==> src/rtl/sata_rx_prim_decoder.sv <==
// SATA receive dword classifier: drops ALIGNp, expands CONTp runs into repeats of the last
// primitive, forwards payload dwords and counts malformed dwords.
module sata_rx_prim_decoder #(
  parameter int DATA_BYTE_WIDTH = 4,
  parameter int ERR_CNT_W       = 16
) (
  input  logic                 clk,
  input  logic                 rst_n,
  input  logic                 phy_ready,
  input  logic [31:0]          rx_data,
  input  logic [3:0]           rx_charisk,
  input  logic [3:0]           rx_err,
  input  logic                 err_cnt_clr,
  output logic [31:0]          dout,
  output logic                 dout_val,
  output logic                 prim_val,
  output logic [4:0]           prim_id,
  output logic                 cont_active,
  output logic                 bad_dword,
  output logic [ERR_CNT_W-1:0] err_cnt
);

  generate
    if (DATA_BYTE_WIDTH != 4) begin : g_bad_width
      $error("sata_rx_prim_decoder: only DATA_BYTE_WIDTH=4 is supported");
    end
  endgenerate

  typedef enum logic [1:0] {ST_IDLE, ST_PASS, ST_CONT} state_t;

  localparam logic [4:0] P_NONE  = 5'd0;
  localparam logic [4:0] P_ALIGN = 5'd1;
  localparam logic [4:0] P_CONT  = 5'd2;

  // Handshake: none. One dword accepted every clk; every output is valid exactly one clk
  // after its input dword, and valid flags are single-cycle qualifiers with no backpressure.

  function automatic logic [4:0] lookup(input logic [31:0] d);
    logic [4:0] id;
    id = P_NONE;
    case (d)
      32'h7B4A4ABC: id = 5'd1;
      32'h9999AA7C: id = 5'd2;
      32'hB5B5957C: id = 5'd3;
      32'h4A4A957C: id = 5'd4;
      32'h5555B57C: id = 5'd5;
      32'h3535B57C: id = 5'd6;
      32'h5656B57C: id = 5'd7;
      32'h3737B57C: id = 5'd8;
      32'hD5D5B57C: id = 5'd9;
      32'h5757B57C: id = 5'd10;
      32'h5858B57C: id = 5'd11;
      32'hD5D5AA7C: id = 5'd12;
      32'h9595AA7C: id = 5'd13;
      32'h3636B57C: id = 5'd14;
      32'h1717B57C: id = 5'd15;
      32'h7575957C: id = 5'd16;
      32'h9595957C: id = 5'd17;
      32'hF5F5957C: id = 5'd18;
      default:      id = P_NONE;
    endcase
    return id;
  endfunction

  // Reset asserts immediately but releases two clk edges later, synchronised to clk.
  logic [1:0] rst_sync;
  logic       rst_int_n;

  always_ff @(posedge clk or negedge rst_n) begin
    if (!rst_n) rst_sync <= 2'b00;
    else        rst_sync <= {rst_sync[0], 1'b1};
  end
  assign rst_int_n = rst_sync[1];

  logic       is_data;
  logic       is_prim;
  logic       is_bad;
  logic [4:0] prim;

  always_comb begin
    is_data = (rx_charisk == 4'b0000);
    prim    = (rx_charisk == 4'b0001) ? lookup(rx_data) : P_NONE;
    is_prim = (prim != P_NONE);
    is_bad  = !is_data && !is_prim;
  end

  state_t     state, state_nx;
  logic [4:0] last_prim, last_nx;
  logic [31:0] dout_nx;
  logic       dout_val_nx, prim_val_nx, cont_nx, bad_nx;
  logic [4:0] prim_id_nx;

  always_comb begin
    state_nx    = state;
    last_nx     = last_prim;
    dout_nx     = dout;
    dout_val_nx = 1'b0;
    prim_val_nx = 1'b0;
    prim_id_nx  = P_NONE;
    cont_nx     = 1'b0;
    bad_nx      = 1'b0;
    if (!phy_ready) begin
      state_nx = ST_IDLE;
      last_nx  = P_NONE;
    end else begin
      bad_nx = |rx_err;
      case (state)
        ST_IDLE, ST_PASS: begin
          state_nx = ST_PASS;
          if (is_data) begin
            dout_val_nx = 1'b1;
            dout_nx     = rx_data;
            last_nx     = P_NONE;
          end else if (is_bad) begin
            bad_nx = 1'b1;
          end else if (prim == P_CONT) begin
            // CONT is only meaningful after a primitive; after data or flush it is malformed.
            if (last_prim != P_NONE) begin
              prim_val_nx = 1'b1;
              prim_id_nx  = last_prim;
              cont_nx     = 1'b1;
              state_nx    = ST_CONT;
            end else begin
              bad_nx = 1'b1;
            end
          end else if (prim != P_ALIGN) begin
            prim_val_nx = 1'b1;
            prim_id_nx  = prim;
            last_nx     = prim;
          end
        end
        ST_CONT: begin
          if (is_bad) begin
            bad_nx   = 1'b1;
            state_nx = ST_PASS;
          end else if (is_prim && prim != P_ALIGN && prim != P_CONT) begin
            prim_val_nx = 1'b1;
            prim_id_nx  = prim;
            last_nx     = prim;
            state_nx    = ST_PASS;
          end else begin
            prim_val_nx = 1'b1;
            prim_id_nx  = last_prim;
            cont_nx     = 1'b1;
          end
        end
        default: begin
          state_nx = ST_IDLE;
          last_nx  = P_NONE;
        end
      endcase
    end
  end

  always_ff @(posedge clk or negedge rst_int_n) begin
    if (!rst_int_n) begin
      state       <= ST_IDLE;
      last_prim   <= P_NONE;
      dout        <= '0;
      dout_val    <= 1'b0;
      prim_val    <= 1'b0;
      prim_id     <= P_NONE;
      cont_active <= 1'b0;
      bad_dword   <= 1'b0;
    end else begin
      state       <= state_nx;
      last_prim   <= last_nx;
      dout        <= dout_nx;
      dout_val    <= dout_val_nx;
      prim_val    <= prim_val_nx;
      prim_id     <= prim_id_nx;
      cont_active <= cont_nx;
      bad_dword   <= bad_nx;
    end
  end

  // Counter tracks the same-cycle bad_dword pulse; clear wins over increment.
  always_ff @(posedge clk or negedge rst_int_n) begin
    if (!rst_int_n)               err_cnt <= '0;
    else if (err_cnt_clr)         err_cnt <= '0;
    else if (bad_nx && !(&err_cnt)) err_cnt <= err_cnt + 1'b1;
  end

endmodule
==> config.mk <==
export PLATFORM = sky130hd
export DESIGN_NAME = sata_rx_prim_decoder
export DESIGN_NICKNAME = d
export VERILOG_FILES = /design/src/rtl/sata_rx_prim_decoder.sv
export SDC_FILE = /design/constraint.sdc
export NUM_CORES = 1
export LEC_CHECK = 0
export BUFFER_PORTS_ARGS = -buffer_cell sky130_fd_sc_hd__buf_4
export CAP_MARGIN = 15
export CORE_MARGIN = 4
export CORE_UTILIZATION = 42
export DETAILED_ROUTE_END_ITERATION = 10
export PLACE_DENSITY_LB_ADDON = 0.25
export SLEW_MARGIN = 20
export SYNTH_ARGS = -nofsm -noshare
export SYNTH_HDL_FRONTEND = slang
export SYNTH_SLANG_ARGS = --single-unit
export TNS_END_PERCENT = 30
==> constraint.sdc <==
create_clock -name clk -period 2.1 [get_ports clk]
set_input_delay 0 -clock clk [delete_from_list [all_inputs] [get_ports clk]]
set_output_delay 0 -clock clk [all_outputs]
set_load 0.005 [all_outputs]
==> results of run 1 <==
[cells in the final DEF (no fill, tap or decap), types with 4 or more instances in the layout]
cell type,instances
and3_4,5
o31ai_2,4
nand2_2,4
nor2_2,4
and4bb_4,4
o21ai_1,9
nor4_2,6
o21a_1,5
and2_1,11
nor4_1,15
nand2_1,30
nand4_1,12
inv_1,12
a31oi_1,4
or3_1,6
clkbuf_8,9
o21ai_0,8
o22ai_1,4
dfrtp_1,65
mux2_2,32
nor2_1,28
nor4_4,6
dlygate4sd3_1,30
or4_1,4
a21o_1,6
o211ai_1,6
buf_4,255
a21oi_1,18
nand3_1,19
nor3_1,14
nor3_2,4
[worst reg2reg max path, delay by kind of cell, from the launching register on]
family	cells	cell delay, ns
flops	1	0.38
compound gates	2	0.26
simple gates	5	1.37
buf+inv	2	0.32
[per-layer routing]
layer | wire length, um | track usage (%) | part of all wire (%)
met4 | 419 | 9.852 | 2.6
met3 | 822 | 5.677 | 5.1
met2 | 8275 | 47.41 | 51
met5 | 0 | 0 | 0
met1 | 6633 | 32.27 | 41
[registers in the layout (all words and copies together), names as in the netlist]
register,cells
bad_dword,1
cont_active,1
dout,32
dout_val,1
err_cnt,16
last_prim,5
prim_id,5
prim_val,1
rst_sync,2
state,2
[metrics by stage]
step	setup WS [ns]	utilization [%]	hold slack, ns	cell area (um2)	instances
after floorplan	-0.09228	-	-0.2956	4526	462
after global placement	-0.7370	62.45	-0.2171	6447	826
after detailed placement	-0.7718	62.45	-0.2145	6447	826
after CTS	-0.3973	69.93	0.003505	7219	881
after global routing	-0.4007	70.67	0.007834	7296	881
final	-0.2998	70.67	0.02278	7296	881
[final timing paths]
path | start | slack, ns | end | depth (start not counted)
max reg2reg | last_prim[4] | -0.30 | err_cnt[4] | 9
min reg2reg | rst_sync[1] | 0.27 | dout[22] | 1
max in group asynchronous | rst_n | 1.47 | rst_sync[1] | 3
min in group asynchronous | rst_sync[1] | 0.27 | dout[22] | 1
max | last_prim[4] | -0.30 | err_cnt[4] | 9
min | rx_data[28] | 0.02 | dout[28] | 3
[power by group through the flow]
stage          Clock (mW)  Sequential, mW  Combinational, mW
2_1_floorplan           0            1.55              0.256
3_3_place_gp            0            1.52              0.733
3_5_place_dp            0            1.53              0.746
4_1_cts              1.35            1.51              0.812
5_1_grt              1.41            1.53              0.881
6_report             1.32            1.51              0.811
[logic make-up (layout without fill, tap and decap cells)]
group,count (synthesis),count (layout),share of synthesized area (%)
compound gates,104,105,17.53
xor+xnor,2,2,0.3933
fa+ha+maj,1,1,0.2809
buf+inv,35,317,4.297
flops,66,66,37.08
mux,34,34,8.568
other cells,1,1,0.08419
simple gates,219,219,31.77
[cell type report]
type	instances	share of cell area (%)
Sequential cell	66	22.65
Timing Repair Buffer	289	31.09
Tap cell	136	2.332
Multi-Input combinational cell	362	39.98
Clock inverter	6	1.578
Clock buffer	10	1.749
Inverter	12	0.6174
[timing repair]
| action | CTS | global route |
|---|---|---|
| hold buffers | 30 | 0 |
| resized for setup | 37 | 17 |
| buffers inserted | 8 | 0 |
| gates cloned | 1 | 0 |
| pin swaps | 25 | 12 |
| endpoints found under the hold margin | 44 | 0 |
| endpoints found under the setup margin | 30 | 30 |
==> out/qor.yml, run 1 <==
floorplan:
  coreArea_um2: 10320
  die_area_um2: 12320
  rows: 37
  start_util_pct: 43.15
  io-pin-count: 101
  die_x_um: 111.0
  die_y_um: 111.0
drt:
  dr.pass1.iters: 4
  drt-total-wl_um: 16150
  post-route-drc-count: 0
  drt_iter0_markers: 232
  num_vias: 4912
  antenna_left: 0
  viasPerCell: 5.575
  wl_per_cell_um: 18.33
grt:
  first_global_vias: 5212
  grt-ovfl-total: 0
  grt_usage_pct: 26.92
  grt_max_degree: 65
  grt_pass1_wl_um: 26850
  grt_antenna_before_repair: 0
yosys:
  synth_cell_types: 80
  synth_top_area_share_pct: 37.08
  synth_edf_count: 0
  yosys_most_used_dff: "dfrtp_1"
  yosysMostFrequentCell: "dfrtp_1"
  syn_inst: 462
  syn-num-nets: 507
  syn-cell-area_um2: 4454
  syn_avg_cell_area_um2: 9.641
  seq_area_frac_synth_pct: 37.08
  yosysTopAreaCell: "dfrtp_1"
  async_reset_ff_share_pct: 100.0
  ys_seq_elements: 66
  synth_commonest_cells: "dfrtp_1 (66), nor2_1 (33), mux2_2 (32)"
  synthTopCellsByArea: "dfrtp_1 (37%), mux2_2 (8.1%), nor4_1 (2.9%)"
  yosys_warnings: 0
cells_and_area:
  syn2layout_area_growth_pct: 63.79
  n_antenna_cell: 0
  num-nets-final: 785
  multi_input_area_um2: 2917
  n_fill_cell: 771
  drive_gt1_share_pct: 52.62
  seq_area_um2: 1653
cts:
  h-tree-depth: 3
  clkLatencyLatePin_ns: 0.36
  cts_buffers: 9
  cts.clk_slew.worst_paths_ns: 0.07
  cts-root-buf: "clkbuf_8"
  clk_path_buf_depth: 2
  cts_tree: "yes"
  clock_sinks: 66
status:
  outcome: "complete, but fails checks"
  violations: "negative setup slack"
placement:
  dpl.hpwl_um: 12350
  gp_congestion: 0.9801
  io_buffer_count: 100
timing:
  finalCriticalPeriod_ns: 2.400
  finalCritPeriodShare_pct: 114.3
  rsz0062_at_grt: "true"
  relSlewSlack_pct: 66.13
  slew_violations: 0
  setup_viol_count_final: 22
  fmax_mhz: 416.7
  tightest_slew_ns: 0.5056
  setup_slack_ns: -0.2998
  hold_viol_final: 0
  tns_ns: -3.502
  skew_ns: 0.01033
power:
  p_total_mw: 3.641
  comb_power_share_pct: 22.3
  power.share.clock_pct: 36.2
  p_per_area_nw_per_um2: 499.1
  switching_share_pct: 25.79
  switching_power_mw: 0.9389
  max-vdd-ir-drop_mv: 0.4879
  p_int_mw: 2.702
  p_leak_nw: 3.342
  seqPwrFrac_pct: 41.6
setup_path:
  critPathSlowestCell: "or4_4"
  max_stage_delay_ns: 0.55
  crit_type: "reg2reg"
  critical_path.startpoint_type: "register"
  required_ns: 2.38
  setup.worst_path.end_class: "register"
  arrival_ns: 2.68
  cpLargestDelayFamily: "simple AND/OR/NAND/NOR gates"
  worstPathCellList: "or4_4 -> nor2_4 -> nand4_1 -> nor4_4 -> buf_6 -> o211ai_4 -> buf_6 -> or3_4 -> a21oi_2"
  crit_buf_inv: 2
  cp_common_cell: "buf_6"
  path_max_fanout: 8
min_path:
  hold_path_class: "in2reg"
flow_run:
  maxCapViolCount: 0
(Power assumes the default switching activity.)
==> run 2, diff against run 1 <==
Clock period 2.1 ns to 2.75 ns, I/O delays scaled along.
==> out/qor.yml, run 2 (synthesis gave the netlist of run 1 again) <==
cells_and_area:
  multi_input_area_um2: 2623  # -10%
  drive_gt1_share_pct: 38.90  # -14 points
  n_fill_cell: 884  # +15%
  seq_area_um2: 1653  # unchanged
  reg_top3: "dout (32), err_cnt (16)"
  n_antenna_cell: 0  # unchanged
  final_util_pct: 61.53  # -9.1 points
  largest_reg_flops: 32  # unchanged
  num-nets-final: 693  # -12%
  syn2layout_area_growth_pct: 42.61
  mostFrequentLayoutCells: "buf_4 (162), dfrtp_1 (65), dlygate4sd3_1 (34)"
  mostFrequentLayoutCell: "buf_4"
  stdcell_area_um2: 6352  # -13%
  instances_no_fill: 789  # -10%
  regMostFlops: "dout"
status:
  outcome: "completed"
grt:
  grt_max_degree: 65  # unchanged
  grt_antenna_before_repair: 0  # unchanged
  grt_pass1_wl_um: 24470  # -8.9%
  grt-ovfl-total: 0  # unchanged
  met1_usage_pct: 30.45  # -1.8 points
  first_global_vias: 4656  # -11%
  grt_usage_pct: 24.36  # -2.6 points
  grt.busiest_layer: "met2"
  grt_use_met2_pct: 41.26  # -6.1 points
  use_met3_pct: 5.786  # +0.11 points
cts:
  cts_tree: "yes"
  clk_path_buf_depth: 2  # unchanged
  cts-root-buf: "clkbuf_8"
  clock_sinks: 66  # unchanged
  cts.clk_slew.worst_paths_ns: 0.07  # about the same
  postCtsSetupRepairBufs: 0  # -8
  clkLatencyLatePin_ns: 0.36  # about the same
  cts_buffers: 9  # unchanged
  h-tree-depth: 3  # unchanged
timing:
  skew_ns: 0.01233  # +0.001994 ns
  setup_viol_count_final: 0  # -100%
  slew_violations: 0  # unchanged
  setup_slack_ns: 0.1683  # +0.4681 ns
  fmax_mhz: 387.3  # -7.0%
  finalCriticalPeriod_ns: 2.582  # +0.1819 ns
  finalCritPeriodShare_pct: 93.88  # -20 points
  tightest_slew_ns: 0.7928  # +0.2872 ns
  rsz0062_at_grt: "true"
  relSlewSlack_pct: 47.15  # -19 points
  hold_viol_final: 0  # unchanged
setup_path:
  required_ns: 3.03  # +0.65 ns
  r2r_setup_slack_ns: 0.17  # +0.47 ns
  path_max_fanout: 24  # +16
  crit_type: "reg2reg"
  setup.worst_path.end_class: "register"
  worstPathCellList: "or4_1 -> nor2_1 -> nand4_1 -> nor4_4 -> o211ai_4 -> buf_12 -> or4b_1 -> a21oi_1"
  critPathSlowestCell: "or4_1"
  critical_path.startpoint_type: "register"
  max_stage_delay_ns: 0.54  # about the same
  arrival_ns: 2.87  # +0.19 ns
flow_run:
  maxCapViolCount: 0  # unchanged
power:
  p_leak_nw: 2.773  # -17%
  p_per_area_nw_per_um2: 445.1  # -11%
  max-vdd-ir-drop_mv: 0.4414  # -9.5%
placement:
  io_buffer_count: 100  # unchanged
  pre_cts_slack_ns: -0.07806  # +0.6937 ns
  placed_area_um2: 5736  # -11%
  dp_cells: 739  # -11%
  dpl.hpwl_um: 11380  # -7.9%
  gp_congestion: 0.9241  # -5.7%
drt:
  drt-total-wl_um: 14750  # -8.6%
  dr.pass1.iters: 4  # unchanged
  antenna_left: 0  # unchanged
  drt_iter0_markers: 271  # +17%
  viasPerCell: 5.744  # +3.0%
  wl_per_cell_um: 18.70  # +2.0%
  num_vias: 4532  # -7.7%
  post-route-drc-count: 0  # unchanged
floorplan:
  die_y_um: 111.0  # unchanged
  io-pin-count: 101  # unchanged
  start_util_pct: 43.15  # unchanged
  die_x_um: 111.0  # unchanged
  die_area_um2: 12320  # unchanged
  rows: 37  # unchanged
  coreArea_um2: 10320  # unchanged
min_path:
  hold_path_class: "in2reg"
==> run 2: report_power, final <==
| part | internal [mW] | switching, mW |
|---|---|---|
| sequential | 1.09 | 0.0672 |
| combinational | 0.337 | 0.232 |
| clock | 0.699 | 0.405 |
| total | 2.12 | 0.704 |
==> run 2: path summary, 6_finish.rpt <==
path	startpoint	endpoint	cells after the start
max	last_prim[1]	err_cnt[15]	8
min	rx_charisk[0]	last_prim[1]	3
max reg2reg	last_prim[1]	err_cnt[15]	8
min reg2reg	rst_sync[0]	rst_sync[1]	0
max in group asynchronous	rst_sync[1]	cont_active	1
min in group asynchronous	rst_sync[1]	dout[1]	1
==> run 2: critical path: cells and delay by family, from the launching register on <==
family | cells | cell delay [ns]
AOI/OAI and AO/OA | 2 | 0.28
DFF | 1 | 0.41
and+or+nand+nor | 5 | 1.67
buffers and inverters | 1 | 0.16
==> run 2: layer usage <==
layer | wire (um) | vias to the layer above
met5 | 0 | -
met3 | 922 | 31
met4 | 412 | 0
met1 | 6212 | 2170
met2 | 7206 | 163
li1 | - | 2168
==> run 2: timing repair <==
action | 4_1_cts | 5_1_grt
setup endpoints to repair | 0 | 9
hold buffers | 34 | 0
endpoints found under the hold margin | 48 | 0
resized for setup | 0 | 2
==> run 2: stage by stage <==
stage	TNS, ns	total power [mW]	hold WS (ns)
final	0	2.828	0.01825
after global routing	-0.01546	2.962	0.03292
after global placement	-0.04666	1.690	-0.2164
after floorplan	0	1.380	-0.2956
after detailed placement	-0.2978	1.707	-0.2165
after CTS	0	2.846	0.01080
==> run 2: layout make-up <==
cell class / instances / share of cell area [%]
multi-input combinational: 361 / 41.28
sequential: 66 / 26.02
timing repair buffer: 198 / 25.13
tap: 136 / 2.679
clock inverter: 6 / 2.167
clock buffer: 10 / 2.009
inverter: 12 / 0.7091
==> run 3, diff against run 2 <==
Settings changed: PLACE_DENSITY_LB_ADDON 0.25 to unset.
==> out/qor.yml, run 3 (synthesis gave the netlist of run 1 again) <==
drt:
  num_vias: 4559  # +0.60%
  antenna_left: 0  # unchanged
  drt_iter0_markers: 319  # +18%
  wl_per_cell_um: 18.55  # -0.79%
  drt-total-wl_um: 14710  # -0.29%
  post-route-drc-count: 0  # unchanged
  dr.pass1.iters: 5  # +1
  viasPerCell: 5.749  # about the same
timing:
  tns_ns: 0  # unchanged
  tightest_slew_ns: 0.5450  # -0.2478 ns
  skew_ns: 0.009215  # -0.003113 ns
  relSlewSlack_pct: 63.59  # +16 points
  slew_violations: 0  # unchanged
  fmax_mhz: 384.1  # -0.83%
  finalCriticalPeriod_ns: 2.603  # +0.02162 ns
  setup_viol_count_final: 0  # unchanged
  finalCritPeriodShare_pct: 94.66  # +0.79 points
  hold_viol_final: 0  # unchanged
  rsz0062_at_grt: "true"
cells_and_area:
  largest_reg_flops: 32  # unchanged
  num-nets-final: 697  # +0.58%
  mostFrequentLayoutCells: "buf_4 (164), dfrtp_1 (65), dlygate4sd3_1 (35)"
  n_antenna_cell: 0  # unchanged
  seq_area_um2: 1653  # unchanged
  syn2layout_area_growth_pct: 43.62
  drive_gt1_share_pct: 39.88  # +0.98 points
  multi_input_area_um2: 2661  # +1.5%
  mostFrequentLayoutCell: "buf_4"
  regMostFlops: "dout"
  stdcell_area_um2: 6397  # +0.71%
  reg_top3: "dout (32), err_cnt (16)"
  n_fill_cell: 870  # -1.6%
placement:
  gp_congestion: 0.9459  # +2.4%
  placed_area_um2: 5771  # +0.61%
  dpl.hpwl_um: 11190  # -1.7%
  io_buffer_count: 100  # unchanged
min_path:
  hold_depth: 3  # unchanged
  hold_path_class: "in2reg"
cts:
  clock_sinks: 66  # unchanged
  cts-root-buf: "clkbuf_8"
  h-tree-depth: 3  # unchanged
  cts.clk_slew.worst_paths_ns: 0.08  # about the same
  cts_tree: "yes"
  cts_buffers: 9  # unchanged
  clkLatencyLatePin_ns: 0.36  # about the same
  clk_path_buf_depth: 2  # unchanged
setup_path:
  arrival_ns: 2.88  # about the same
  critPathSlowestCell: "or4_1"
  critical_path.startpoint_type: "register"
  cp_num_cells: 8  # unchanged
  cpLargestDelayFamily: "simple AND/OR/NAND/NOR gates"
  worstRegToRegCells: 8  # unchanged
  setup.worst_path.end_class: "register"
  worstPathCellList: "or4_1 -> nor2_2 -> nand4_1 -> nor4_4 -> o211ai_4 -> buf_4 -> or4b_1 -> a21oi_1"
  path_max_fanout: 4  # -83%
  crit_buf_inv: 1  # unchanged
  max_stage_delay_ns: 0.56  # +0.02 ns
  required_ns: 3.03  # about the same
  crit_type: "reg2reg"
grt:
  first_global_vias: 4586  # -1.5%
  grt_usage_pct: 23.85  # -0.51 points
  grt_antenna_before_repair: 0  # unchanged
  grt_pass1_wl_um: 23940  # -2.2%
  grt-ovfl-total: 0  # unchanged
  grt_max_degree: 34  # -48%
floorplan:
  die_x_um: 111.0  # unchanged
  die_area_um2: 12320  # unchanged
  start_util_pct: 43.15  # unchanged
  rows: 37  # unchanged
  coreArea_um2: 10320  # unchanged
  die_y_um: 111.0  # unchanged
  io-pin-count: 101  # unchanged
power:
  p_leak_nw: 2.810  # +1.3%
  p_per_area_nw_per_um2: 418.1  # -6.1%
  p_total_mw: 2.675  # -5.4%
  max-vdd-ir-drop_mv: 0.4039  # -8.5%
flow_run:
  maxCapViolCount: 0  # unchanged
status:
  outcome: "completed"
[run 3: metrics by stage]
stage | instances | setup WS [ns] | utilization, % | hold WS [ns]
3_3_place_gp | 742 | -0.1031 | 55.90 | -0.2172
5_1_grt | 793 | -0.01094 | 61.97 | 0.01983
3_5_place_dp | 742 | -0.07634 | 55.90 | -0.2153
4_1_cts | 793 | 0.07904 | 61.48 | 0.003567
2_1_floorplan | 462 | 0.4946 | - | -0.2956
6_report | 793 | 0.1467 | 61.97 | 0.01883
[run 3: final timing paths]
path	startpoint	endpoint	slack, ns
min reg2reg	rst_sync[1]	dout[31]	0.25
max	last_prim[1]	err_cnt[15]	0.15
max in group asynchronous	rst_sync[1]	prim_val	1.82
max reg2reg	last_prim[1]	err_cnt[15]	0.15
min	rx_data[24]	dout[24]	0.02
min in group asynchronous	rst_sync[1]	dout[31]	0.25
[run 3: final cells by class]
class / count / share of cell area, %
repair buffers: 202 / 25.66
well taps: 136 / 2.660
clock inverters: 7 / 1.604
inverters: 12 / 0.7041
clock buffers: 9 / 1.936
multi-input cells: 361 / 41.60
flip-flops and latches: 66 / 25.84
[run 3: power by group]
part | internal, mW | leakage [nW] | switching (mW)
Combinational | 0.337 | 1.84 | 0.220
Clock | 0.519 | 0.115 | 0.431
Sequential | 1.09 | 0.854 | 0.0784
[run 3: routing by layer]
metal | GRT usage, % | vias to the layer above | part of all wire (%)
met5 | 0 | - | 0
met4 | 9.606 | 0 | 2.5
met3 | 3.930 | 32 | 5.4
met2 | 39.32 | 176 | 48
met1 | 31.13 | 2188 | 44
li1 | - | 2163 | -
[run 3: timing repair]
action | 4_1_cts | 5_1_grt
hold endpoints to repair | 49 | 0
hold buffers | 35 | 0
gates resized for setup | 0 | 8
setup endpoints to repair | 0 | 16
buffers inserted | 0 | 0
[run 3: worst min-delay path: stages]
cell    delay (ns)
buf_4         0.08
buf_4         0.12
mux2_2        0.14
